[src/rtl/nonce_queue.sv]
// ============================================================================
// Module   : nonce_queue
// Purpose  : Collects golden-nonce reports from LOCAL_MINERS hashing cores and
//            hands them to the host readout one at a time, in order, through a
//            valid/ack handshake. Each core owns a one-deep holding register;
//            a round-robin arbiter moves held nonces into a FIFO.
// Build    : define NONCE_QUEUE_DEDUP_EN to discard a granted nonce equal to
//            the most recently pushed one (suppresses repeat reports).
// Ports    : hash_clk            - clock, rising edge
//            reset_n             - asynchronous active-low reset
//            golden_nonce_i      - per-core nonces, core k at [k*32 +: 32]
//            golden_nonce_match  - per-core single-cycle match strobes
//            golden_nonce_out    - head-of-queue nonce (0 while empty)
//            nonce_valid         - queue non-empty
//            nonce_ack           - pop head (ignored while empty)
//            count               - FIFO occupancy 0..DEPTH
//            overflow            - sticky: a held nonce was overwritten
//            clear_overflow      - clears overflow (a same-cycle drop wins)
// Revision : 1.0 - initial release
// ============================================================================
`default_nettype none

module nonce_queue #(
  parameter int LOCAL_MINERS = 1,
  parameter int DEPTH        = 8
) (
  input  logic                        hash_clk,
  input  logic                        reset_n,
  input  logic [LOCAL_MINERS*32-1:0]  golden_nonce_i,
  input  logic [LOCAL_MINERS-1:0]     golden_nonce_match,
  output logic [31:0]                 golden_nonce_out,
  output logic                        nonce_valid,
  input  logic                        nonce_ack,
  output logic [$clog2(DEPTH):0]      count,
  output logic                        overflow,
  input  logic                        clear_overflow
);

  localparam int AW = $clog2(DEPTH);
  localparam int CW = AW + 1;
  localparam int RW = (LOCAL_MINERS > 1) ? $clog2(LOCAL_MINERS) : 1;
  localparam logic [CW-1:0] C_DEPTH = CW'(DEPTH);

  // --------------------------------------------------------------------------
  // State
  // --------------------------------------------------------------------------
  logic [LOCAL_MINERS-1:0] pending_q, pending_d;
  logic [31:0]             hold_q [LOCAL_MINERS];
  logic [31:0]             hold_d [LOCAL_MINERS];
  logic [RW-1:0]           rr_q, rr_d;
  logic [AW-1:0]           wr_q, wr_d;
  logic [AW-1:0]           rd_q, rd_d;
  logic [CW-1:0]           count_q, count_d;
  logic                    overflow_q, overflow_d;
  logic [31:0]             mem_q [DEPTH];

  // --------------------------------------------------------------------------
  // Combinational signals
  // --------------------------------------------------------------------------
  logic                    w_pop;
  logic                    w_can_push;
  logic                    w_grant;
  logic                    w_push;
  logic                    w_dup;
  logic                    w_drop;
  logic [LOCAL_MINERS-1:0] w_req_hi;
  logic                    w_found_hi;
  int                      w_sel_hi;
  int                      w_sel_lo;
  int                      w_sel;
  logic [LOCAL_MINERS-1:0] w_gnt_oh;
  logic [31:0]             w_gnt_nonce;

  assign w_pop      = nonce_ack && (count_q != '0);
  // A full queue still accepts a push when the head leaves in the same cycle.
  assign w_can_push = (count_q < C_DEPTH) || w_pop;
  assign w_grant    = (|pending_q) && w_can_push;

  // --------------------------------------------------------------------------
  // Round-robin arbiter: cores at or above rr take priority (lowest index
  // first); if none of those is pending, the lowest pending core wins. That
  // is exactly a cyclic search starting at rr.
  // --------------------------------------------------------------------------
  always_comb begin
    w_req_hi   = '0;
    w_found_hi = 1'b0;
    w_sel_hi   = 0;
    w_sel_lo   = 0;
    for (int k = 0; k < LOCAL_MINERS; k++) begin
      w_req_hi[k] = pending_q[k] && (k >= int'(rr_q));
    end
    // Descending scan so the lowest matching index is the one left standing.
    for (int k = LOCAL_MINERS - 1; k >= 0; k--) begin
      if (w_req_hi[k]) begin
        w_found_hi = 1'b1;
        w_sel_hi   = k;
      end
      if (pending_q[k]) begin
        w_sel_lo = k;
      end
    end
    w_sel = w_found_hi ? w_sel_hi : w_sel_lo;
  end

  always_comb begin
    w_gnt_oh    = '0;
    w_gnt_nonce = '0;
    rr_d        = rr_q;
    for (int k = 0; k < LOCAL_MINERS; k++) begin
      w_gnt_oh[k] = w_grant && (k == w_sel);
      w_gnt_nonce = w_gnt_nonce | (hold_q[k] & {32{w_gnt_oh[k]}});
      if (w_gnt_oh[k]) begin
        // With a single core this always yields 0, so rr never moves.
        rr_d = (k == LOCAL_MINERS - 1) ? '0 : RW'(k + 1);
      end
    end
  end

  // --------------------------------------------------------------------------
  // Optional duplicate suppression against the last value actually pushed.
  // --------------------------------------------------------------------------
`ifdef NONCE_QUEUE_DEDUP_EN
  logic [31:0] last_q, last_d;

  assign w_dup  = w_grant && (w_gnt_nonce == last_q);
  assign last_d = w_push ? w_gnt_nonce : last_q;

  always_ff @(posedge hash_clk or negedge reset_n) begin
    if (!reset_n) begin
      last_q <= 32'hFFFF_FFFF;
    end else begin
      last_q <= last_d;
    end
  end
`else
  assign w_dup = 1'b0;
`endif

  assign w_push = w_grant && !w_dup;

  // --------------------------------------------------------------------------
  // Capture stage. A grant and a new match on the same core in one cycle is a
  // clean hand-over (old value pushed, new one held); only a match on a core
  // whose held value is not leaving counts as a drop.
  // --------------------------------------------------------------------------
  always_comb begin
    pending_d = pending_q;
    w_drop    = 1'b0;
    for (int k = 0; k < LOCAL_MINERS; k++) begin
      hold_d[k] = hold_q[k];
      if (w_gnt_oh[k]) begin
        pending_d[k] = 1'b0;
      end
      if (golden_nonce_match[k]) begin
        hold_d[k]    = golden_nonce_i[k*32 +: 32];
        pending_d[k] = 1'b1;
        if (pending_q[k] && !w_gnt_oh[k]) begin
          w_drop = 1'b1;
        end
      end
    end
  end

  // --------------------------------------------------------------------------
  // FIFO bookkeeping
  // --------------------------------------------------------------------------
  always_comb begin
    wr_d    = w_push ? wr_q + AW'(1) : wr_q;
    rd_d    = w_pop  ? rd_q + AW'(1) : rd_q;
    count_d = count_q;
    if (w_push && !w_pop) begin
      count_d = count_q + CW'(1);
    end else if (w_pop && !w_push) begin
      count_d = count_q - CW'(1);
    end
    // A drop in the same cycle as a clear leaves the flag set.
    if (w_drop) begin
      overflow_d = 1'b1;
    end else if (clear_overflow) begin
      overflow_d = 1'b0;
    end else begin
      overflow_d = overflow_q;
    end
  end

  always_ff @(posedge hash_clk or negedge reset_n) begin
    if (!reset_n) begin
      pending_q  <= '0;
      rr_q       <= '0;
      wr_q       <= '0;
      rd_q       <= '0;
      count_q    <= '0;
      overflow_q <= 1'b0;
      for (int k = 0; k < LOCAL_MINERS; k++) begin
        hold_q[k] <= '0;
      end
    end else begin
      pending_q  <= pending_d;
      rr_q       <= rr_d;
      wr_q       <= wr_d;
      rd_q       <= rd_d;
      count_q    <= count_d;
      overflow_q <= overflow_d;
      for (int k = 0; k < LOCAL_MINERS; k++) begin
        hold_q[k] <= hold_d[k];
      end
    end
  end

  // Storage array carries no reset; stale words are never visible because the
  // output is forced to zero while the queue is empty.
  always_ff @(posedge hash_clk) begin
    if (w_push) begin
      mem_q[wr_q] <= w_gnt_nonce;
    end
  end

  // --------------------------------------------------------------------------
  // Outputs (first-word-fall-through)
  // --------------------------------------------------------------------------
  assign nonce_valid      = (count_q != '0);
  assign golden_nonce_out = nonce_valid ? mem_q[rd_q] : 32'd0;
  assign count            = count_q;
  assign overflow         = overflow_q;

endmodule

`default_nettype wire
[config.mk]
export PLATFORM = sky130hd
export DESIGN_NAME = nonce_queue
export DESIGN_NICKNAME = d
export VERILOG_FILES = /design/src/rtl/nonce_queue.sv
export SDC_FILE = /design/constraint.sdc
export NUM_CORES = 1
export LEC_CHECK = 0
export CORE_ASPECT_RATIO = 0.5
export CORE_MARGIN = 5
export CORE_UTILIZATION = 59
export CTS_CLUSTER_SIZE = 10
export DETAILED_ROUTE_END_ITERATION = 7
export PLACE_DENSITY_LB_ADDON = 0.15
export RECOVER_POWER = 25
export REMOVE_ABC_BUFFERS = 1
export SYNTH_ARGS = -nofsm -noshare
export SYNTH_HDL_FRONTEND = slang
export SYNTH_SLANG_ARGS = --single-unit
[constraint.sdc]
create_clock -name hash_clk -period 5.4 [get_ports hash_clk]
set_clock_uncertainty 0.1 [all_clocks]
set_input_delay 0.81 -clock hash_clk [delete_from_list [all_inputs] [get_ports hash_clk]]
set_output_delay 0.81 -clock hash_clk [all_outputs]
set_load 0.05 [all_outputs]
==> results of run 1 <==
layout by cell type (no fill, tap or decap), drive strengths merged, types with 2 or more instances in the layout:
cell,Yosys,final
a21oi,2,2
a22o,32,32
and3,32,32
buf,16,23
clkbuf,19,64
clkdlybuf4s50,0,72
dfrtp,44,44
edfxtp,256,256
ha,5,5
inv,3,3
mux2,35,35
mux4,64,64
nand2,5,5
nand2b,3,3
nand3,5,5
nor2,3,3
nor2b,2,2
nor3,5,5
o211ai,2,2
or4,2,2
xnor2,6,6
where the power goes:
part / total (mW) / internal [mW] / switching [mW]
Clock: 2.09 / 1.27 / 0.826
Combinational: 3.15 / 1.27 / 1.88
Sequential: 3.25 / 2.98 / 0.275
Total: 8.49 / 5.51 / 2.98
through the flow:
stage | power (mW) | setup slack (ns) | cells
2_1_floorplan | 5.43 | 0.141 | 516
3_3_place_gp | 6.43 | 1.40 | 880
3_5_place_dp | 6.48 | 1.26 | 880
4_1_cts | 8.58 | 1.10 | 941
5_1_grt | 8.89 | 0.964 | 941
6_report | 8.49 | 1.17 | 941
state kept, by name, summed over array words and instances, names as in the netlist:
register,flops
mem_q,256
overflow,1
count,4
pending_q,1
rd_q,3
hold_q,32
wr_q,3
layer usage:
metal  part of all wire [%]  up-vias  track usage, %  routed length, um
li1                       -     2490               -                  -
met4                   0.81        0            3.72                189
met1                     44     3049            31.9              10200
met3                    6.5       18            4.25               1520
met5                      0        -               0                  0
met2                     49      185            34.7              11400
layout make-up:
cell class                 instances  share of cell area (%)
clock buffer                      61                    7.37
inverter                           3                  0.0817
multi-input combinational        213                    19.8
sequential                       300                    63.8
tap                              266                    2.41
timing repair buffer              98                    6.55
worst register-to-register path, delay by kind of cell, from the launching register on:
kind,cells,cell delay [ns]
buffers and inverters,2,0.32
AOI/OAI and AO/OA,2,0.21
adders and majority gates,2,0.65
DFF,1,0.48
and+or+nand+nor,3,1.40
how the worst max path moves through the flow:
| stage | cells past startpoint | endpoint | slack [ns] |
|---|---|---|---|
| 2_1_floorplan | 3 | mem_q[0][0] | 0.14 |
| 3_3_place_gp | 10 | count[3] | 1.40 |
| 3_5_place_dp | 10 | count[3] | 1.26 |
| 4_1_cts | 4 | golden_nonce_out[10] | 1.10 |
| 5_1_grt | 4 | golden_nonce_out[10] | 0.96 |
| 6_report | 4 | golden_nonce_out[18] | 1.17 |
cell families after synthesis:
group	after synthesis
buf+inv	38
simple gates	61
flops	300
xor+xnor	6
mux	100
compound gates	40
fa+ha+maj	6
==> impl_summary.md, run 1 <==
Run status
The flow ran to the end, but the final reports show violations. The final reports fail on max-capacitance violations, max-slew violations.

Setup path
The sort of element at the start of the critical path is a flop. The critical path in this run is classified as flop to primary output. Together, buffers and inverters on the worst path number 2.

The terminus of the critical flop-to-flop path is count[3]. In this design, the largest share of critical-path delay is due to buffers and inverters. Among all stages on the critical path, the largest delay is contributed by dfrtp_2.

In this run the worst path has a maximum fanout of 39. The sort of element at the end of the critical path is a primary output. On the worst path, the slowest cell contributes a delay of 1.02 ns.

The signal arrival time at the worst endpoint is 3.32 ns. The required time at the worst-slack endpoint is about 4.5 ns. The critical path starts at rd_q[1].

The critical path goes through buf_4 > mux4_2 > a22o_1 > clkdlybuf4s50_1. The worst reg-to-reg path cell count is 9. Across all register-to-register paths, the minimum setup slack is roughly 2.2 ns.

The launch point of the worst reg-to-reg path is count[3].

Logic synthesis
Synthesis inferred 300 register bits. The mean instance size in the synthesized netlist is 21.2 um2. The cell with the most instances after synthesis is edfxtp_1.

The share of synthesized registers carrying an async set or reset is 14.7%. Of the post-synthesis cell area, the part taken by muxes is 15.8%. By area, the combinational part of the netlist is dominated by multiplexers. Yosys printed 0 warnings. The commonest cells after synthesis are edfxtp_1 (256), mux4_2 (64), dfrtp_1 (44). The post-synthesis adder-cell area fraction is 0.707%. The top-area cell type share of the netlist area is between 60% and 70%.

Ranked by total cell area, the synthesized netlist is headed by edfxtp_1 (66%), mux4_2 (12%), dfrtp_1 (9.4%). The most used flip-flop cell after synthesis is edfxtp_1. Summing the areas of all and, or, nand and nor instances in the mapped netlist gives 3.04% of the synthesized area. The number of library cell types mapped by synthesis is 32. The biggest area contributor in the post-synthesis netlist is edfxtp_1. In this run the cell area of the synthesized design comes to around 12000 um2. The number of enable-type register cells in the synthesized netlist is 256.

The share of the Yosys chip area taken by registers is 75.3%. The gate count of the mapped netlist is 551. Summing the areas of all compound-gate instances in the mapped netlist gives 2.91% of the synthesized area. After Yosys synthesis, XOR and XNOR cells account for less than 1% of the synthesized area.

Timing
Setup total negative slack on the finished layout was measured at 0 ns. At the pin with the least slew margin, the transition time is 2.99 ns. The final hold violation count is 0. The worst path uses about 80% of the clock period. Counting I/O delays and the setup requirement, the final critical path takes approximately 4.2 ns. The relative max-transition margin is -99.5%. The final-report max-slew violation count is 80. Setup repair after global routing left no endpoint under its margin. The number of endpoints failing setup at the final stage is 0.

The tightest hold path in the finished design has a slack of 0.398 ns. Based on the critical path, the design can be clocked at up to roughly 0.24 GHz.

Finish
0 antenna diodes ended up in the layout. The post-route netlist has 25.5% of its cells at a drive strength greater than 1. The combined area of the multi-input logic cells is 2730 um2.

Once layout is done, the placed cells without fillers occupy 13800 um2. The final-layout fill cell count is around 1200. Cells fill 70.8% of the core in the end. From synthesis to final layout, the design area changed by 18.0%. The register area is 8790 um2.

After the last flow step, the layout net total stands at just under 700.

Die
The floorplan die width is between 200 and 250 um. The initial utilization of the core area, before any placement, comes to 60.0%. Pin placement for this block handled 75 I/O pins. The site row count is 36. The core outline area is 19500 um2. The overall die height is 109 um. The die covers 22900 um2.

Global routing
The first global-routing pass estimated ~37000 um of wire. The number of global-route vias before repair is 6194. The overall global routing resource usage is between 20% and 30%.

The total overflow left after global routing is 0. Entering global routing, the biggest net connects 45 pins. The number of antenna violations at the first check in global routing was 0.

Clocking
Post-CTS timing repair inserted 0 buffers for setup. The master cell of the clock root buffer is clkbuf_16. The clock tree buffer depth is 3. The TritonCTS buffer count is 35. The TritonCTS clock tree is yes. The count of hold buffers inserted by post-cts repair is 0. The H-tree was split into 2 levels. The number of gates resized after CTS was 0. The clock-pin transition on the worst setup and hold timing paths is 0.06 ns. For this design, the sink count on the clock tree is 300. Clock latency on the worst-skew pair, taken at its later pin, is 0.49 ns.

Pwr
Summed over all cells, the static leakage comes to 4.76 nW. The largest voltage drop on the vdd net is 0.422 mV. The power density over the cells is 616 nW/um2.

Routing
The overall routed net length is about 23000 um. The number of vias after detailed routing is 5742. In the routed layout, each cell is associated on average with a via count of 6.10. For this run, the detailed router's first-pass iteration total came to 5. Dividing the detail-routed wire length by the instance count gives 24.8 um. For this run, design rule violations remaining after detail routing come to 0. After the first detailed-routing iteration, the DRC count stood at 501. The antenna violation net count after detailed routing is 0.

Place
Once placement finished, the instance area stood at 12800 um2. The count of buffers added on input and output ports is 74. The weighted congestion at the end of routability-driven global placement is 0.726.

Once detailed placement completed, the half-perimeter wirelength came to around 13000 um.

Worst hold path
The sink of the worst hold path is hold_q[17]. The hold path startpoint is hold_q[17]. Counting instances, the worst hold path has a depth of 1. The tightest min-delay check is of the flop to flop type.

Flow run
The number of max-cap violations is 2.
Power figures use the tool's default switching activity.
==> inputs of run 2 (changes only) <==
clock period = 4.2 ns   (was 5.4 ns; I/O delays follow)
==> run 2 against run 1 <==
  * The run still ends with max-capacitance violations, max-slew violations left
  * Hold slack got worse by 0.00082 ns
  * Non-clock buffer count decreased by 3
  * Die area stayed put
  * Setup slack worse by 0.90 ns
  * Sequential power grew 26%
==> impl_summary.md, run 2 (synthesis gave the netlist of run 1 again) <==
Global routing
The global-route wire length before repair is 37000 um (+0.60%). The leftover overflow at the end of global routing is 0 (unchanged). The overall global routing resource usage is 21.4% (-0.051 points). The number of antenna violations at the first check in global routing is 0 (unchanged).

The number of global-route vias before repair is 6370 (+2.8%). The largest net degree at the start of global routing is 37 (-18%).

Setup path
The worst setup path is launched from a flop. The worst reg-to-reg path cell count came to 8 (-1). The startpoint identified for the worst register-to-register timing path is count[3]. The endpoint identified for the worst register-to-register timing path is count[3]. STA classifies the critical path endpoint as a primary output. The last element of the critical path is golden_nonce_out[4]. The critical path starts at count[3]. The signal arrival time at the worst endpoint is 3.20 ns (-0.12 ns). The worst reg-to-reg setup slack came to 1.11 ns (-1.04 ns). By startpoint and endpoint, the worst setup path is classified as flop to primary output.

The critical-path maximum fanout is 18 (-54%). The required time at the worst-slack endpoint is 3.47 ns (-1.02 ns).

Clocking
The number of H-tree levels was 2 (unchanged). CTS placed an instance of clkbuf_16 at the clock tree root. The TritonCTS clock tree is yes.

The clock tree buffer depth is 3 (unchanged). The TritonCTS buffer count is 35 (unchanged). The TritonCTS sink count is 300 (unchanged). The clock-pin transition on the worst setup and hold timing paths came to 0.05 ns (about the same). The count of hold buffers inserted by post-cts repair is 0 (unchanged).

The later-pin clock latency in the skew report came to 0.48 ns (about the same).

Worst hold path
The cell depth of the worst hold path is 1 (unchanged). The worst hold-check path type is flop to flop.

Die
The site row count is 36 (unchanged). The floorplan die width is 209 um (unchanged). The effective utilization at floorplan was 60.0% (unchanged). The overall die height is 109 um (unchanged).

The area of the die is 22900 um2 (unchanged). The core outline area is 19500 um2 (unchanged). The count of boundary I/O pins is 75 (unchanged).

Routing
The mean number of vias per cell is 6.17 (+1.1%). The overall routed net length is 23500 um (+0.58%). The number of iterations in the first detailed-routing pass was 5 (unchanged). The antenna violation net count after detailed routing is 0 (unchanged). The per-cell routed wire length came to 25.1 um (+1.0%). The number of vias after detailed routing came to 5782 (+0.70%). The number of remaining DRC errors is 0 (unchanged). The number of DRC markers in iteration 0 came to 468 (-6.6%).

Finish
The combined area of the multi-input logic cells came to 2730 um2 (unchanged). The library cell used most frequently in the layout, excluding fill and tap cells, is edfxtp_1. The number of inserted diodes was 0 (unchanged). The flip-flop count of the largest register, all copies and words added is 256 (unchanged). Leaving out fill and tap cells, the most frequent cells in the layout are edfxtp_1 (256), clkdlybuf4s50_1 (71), mux4_2 (64). The layout net count was 691 (-0.43%). More flip-flops sit in one register than any other, and that register is mem_q. The core utilization of the finished layout is 71.1% (+0.24 points). The register area was 8790 um2 (about the same). The ratio of cells with drive above 1 in the final layout is 24.7% (-0.74 points).

The area overhead of the layout relative to synthesis is 18.4%. The final-layout fill cell count is 1168 (-2.7%).

Place
The number of I/O port buffers is 74 (unchanged). The weighted congestion at the end of routability-driven global placement is 0.777 (+7.0%). The HPWL after detailed placement is 13500 um (+0.82%).

Timing
The time the final worst path needs with I/O delays and setup is 3.93 ns. The maximum clock rate is 0.255 GHz. The transition time at the pin with the least slew margin is 2.31 ns (-0.682 ns).

The relative max-transition margin is -54.0% (+45 points). The total negative setup slack was 0 ns (unchanged). The number of endpoints failing setup at the final stage is 0 (unchanged). The final hold violation count was 0 (unchanged). Setup repair after global routing left no endpoint under its margin. The share of the cycle needed by the critical path after routing is between 90% and 100%. The final-report max-slew violation count is 61 (-24%).

Flow run
The number of max-cap violations is 2 (unchanged).

Pwr
The power after layout is 11.0 mW (+29%). The power density over the cells is 793 nW/um2 (+29%). The largest voltage drop on the vdd net is 0.636 mV (+51%). The static leakage was 4.77 nW (+0.20%).

Run status
The flow ran to the end, but the final reports show violations. The final reports fail on max-capacitance violations, max-slew violations.
==> run 2: worst min path at each step <==
stage            endpoint        from
4_1_cts          count[1]     reset_n
2_1_floorplan    count[0]     reset_n
6_report       hold_q[30]  hold_q[30]
3_5_place_dp   hold_q[17]  hold_q[17]
3_3_place_gp   hold_q[17]  hold_q[17]
5_1_grt        hold_q[21]  hold_q[21]
==> run 2: power breakdown <==
| part | switching [mW] | internal, mW |
|---|---|---|
| sequential | 0.276 | 3.83 |
| clock | 1.06 | 1.62 |
| combinational | 2.50 | 1.68 |
| total | 3.83 | 7.13 |
==> run 2: repair_timing <==
item | in CTS | in global routing
setup buffers | 0 | 0
setup endpoints to repair | 3 | 0
resized for setup | 1 | 0
==> run 2: area by class of cell <==
cell class	instances	area share, %
timing repair buffer	95	6.89
clock buffer	60	7.32
multi-input combinational	213	19.7
sequential	300	63.6
inverter	3	0.0814
tap	266	2.41
==> run 2: layer usage <==
metal | track usage [%] | up-vias | part of all wire (%)
li1 | - | 2470 | -
met4 | 4.65 | 0 | 1.5
met5 | 0 | - | 0
met1 | 30.7 | 3057 | 44
met3 | 4.73 | 37 | 6.8
met2 | 35.0 | 218 | 48
==> run 2: critical path: stages (launching register included) <==
cell             delay, ns
dfrtp_1               0.48
or4_1                 0.26
nor2b_4               0.53
buf_4                 0.39
a22o_1                0.20
clkdlybuf4s50_1       0.83
==> run 2: metrics by stage <==
step	setup WS (ns)	hold slack, ns	cells	area, um2
2_1_floorplan	-0.918	0.234	516	11500
3_3_place_gp	0.614	0.383	877	12800
3_5_place_dp	0.565	0.389	877	12800
4_1_cts	0.285	0.0846	937	13800
5_1_grt	0.113	0.406	937	13800
6_report	0.274	0.397	937	13800
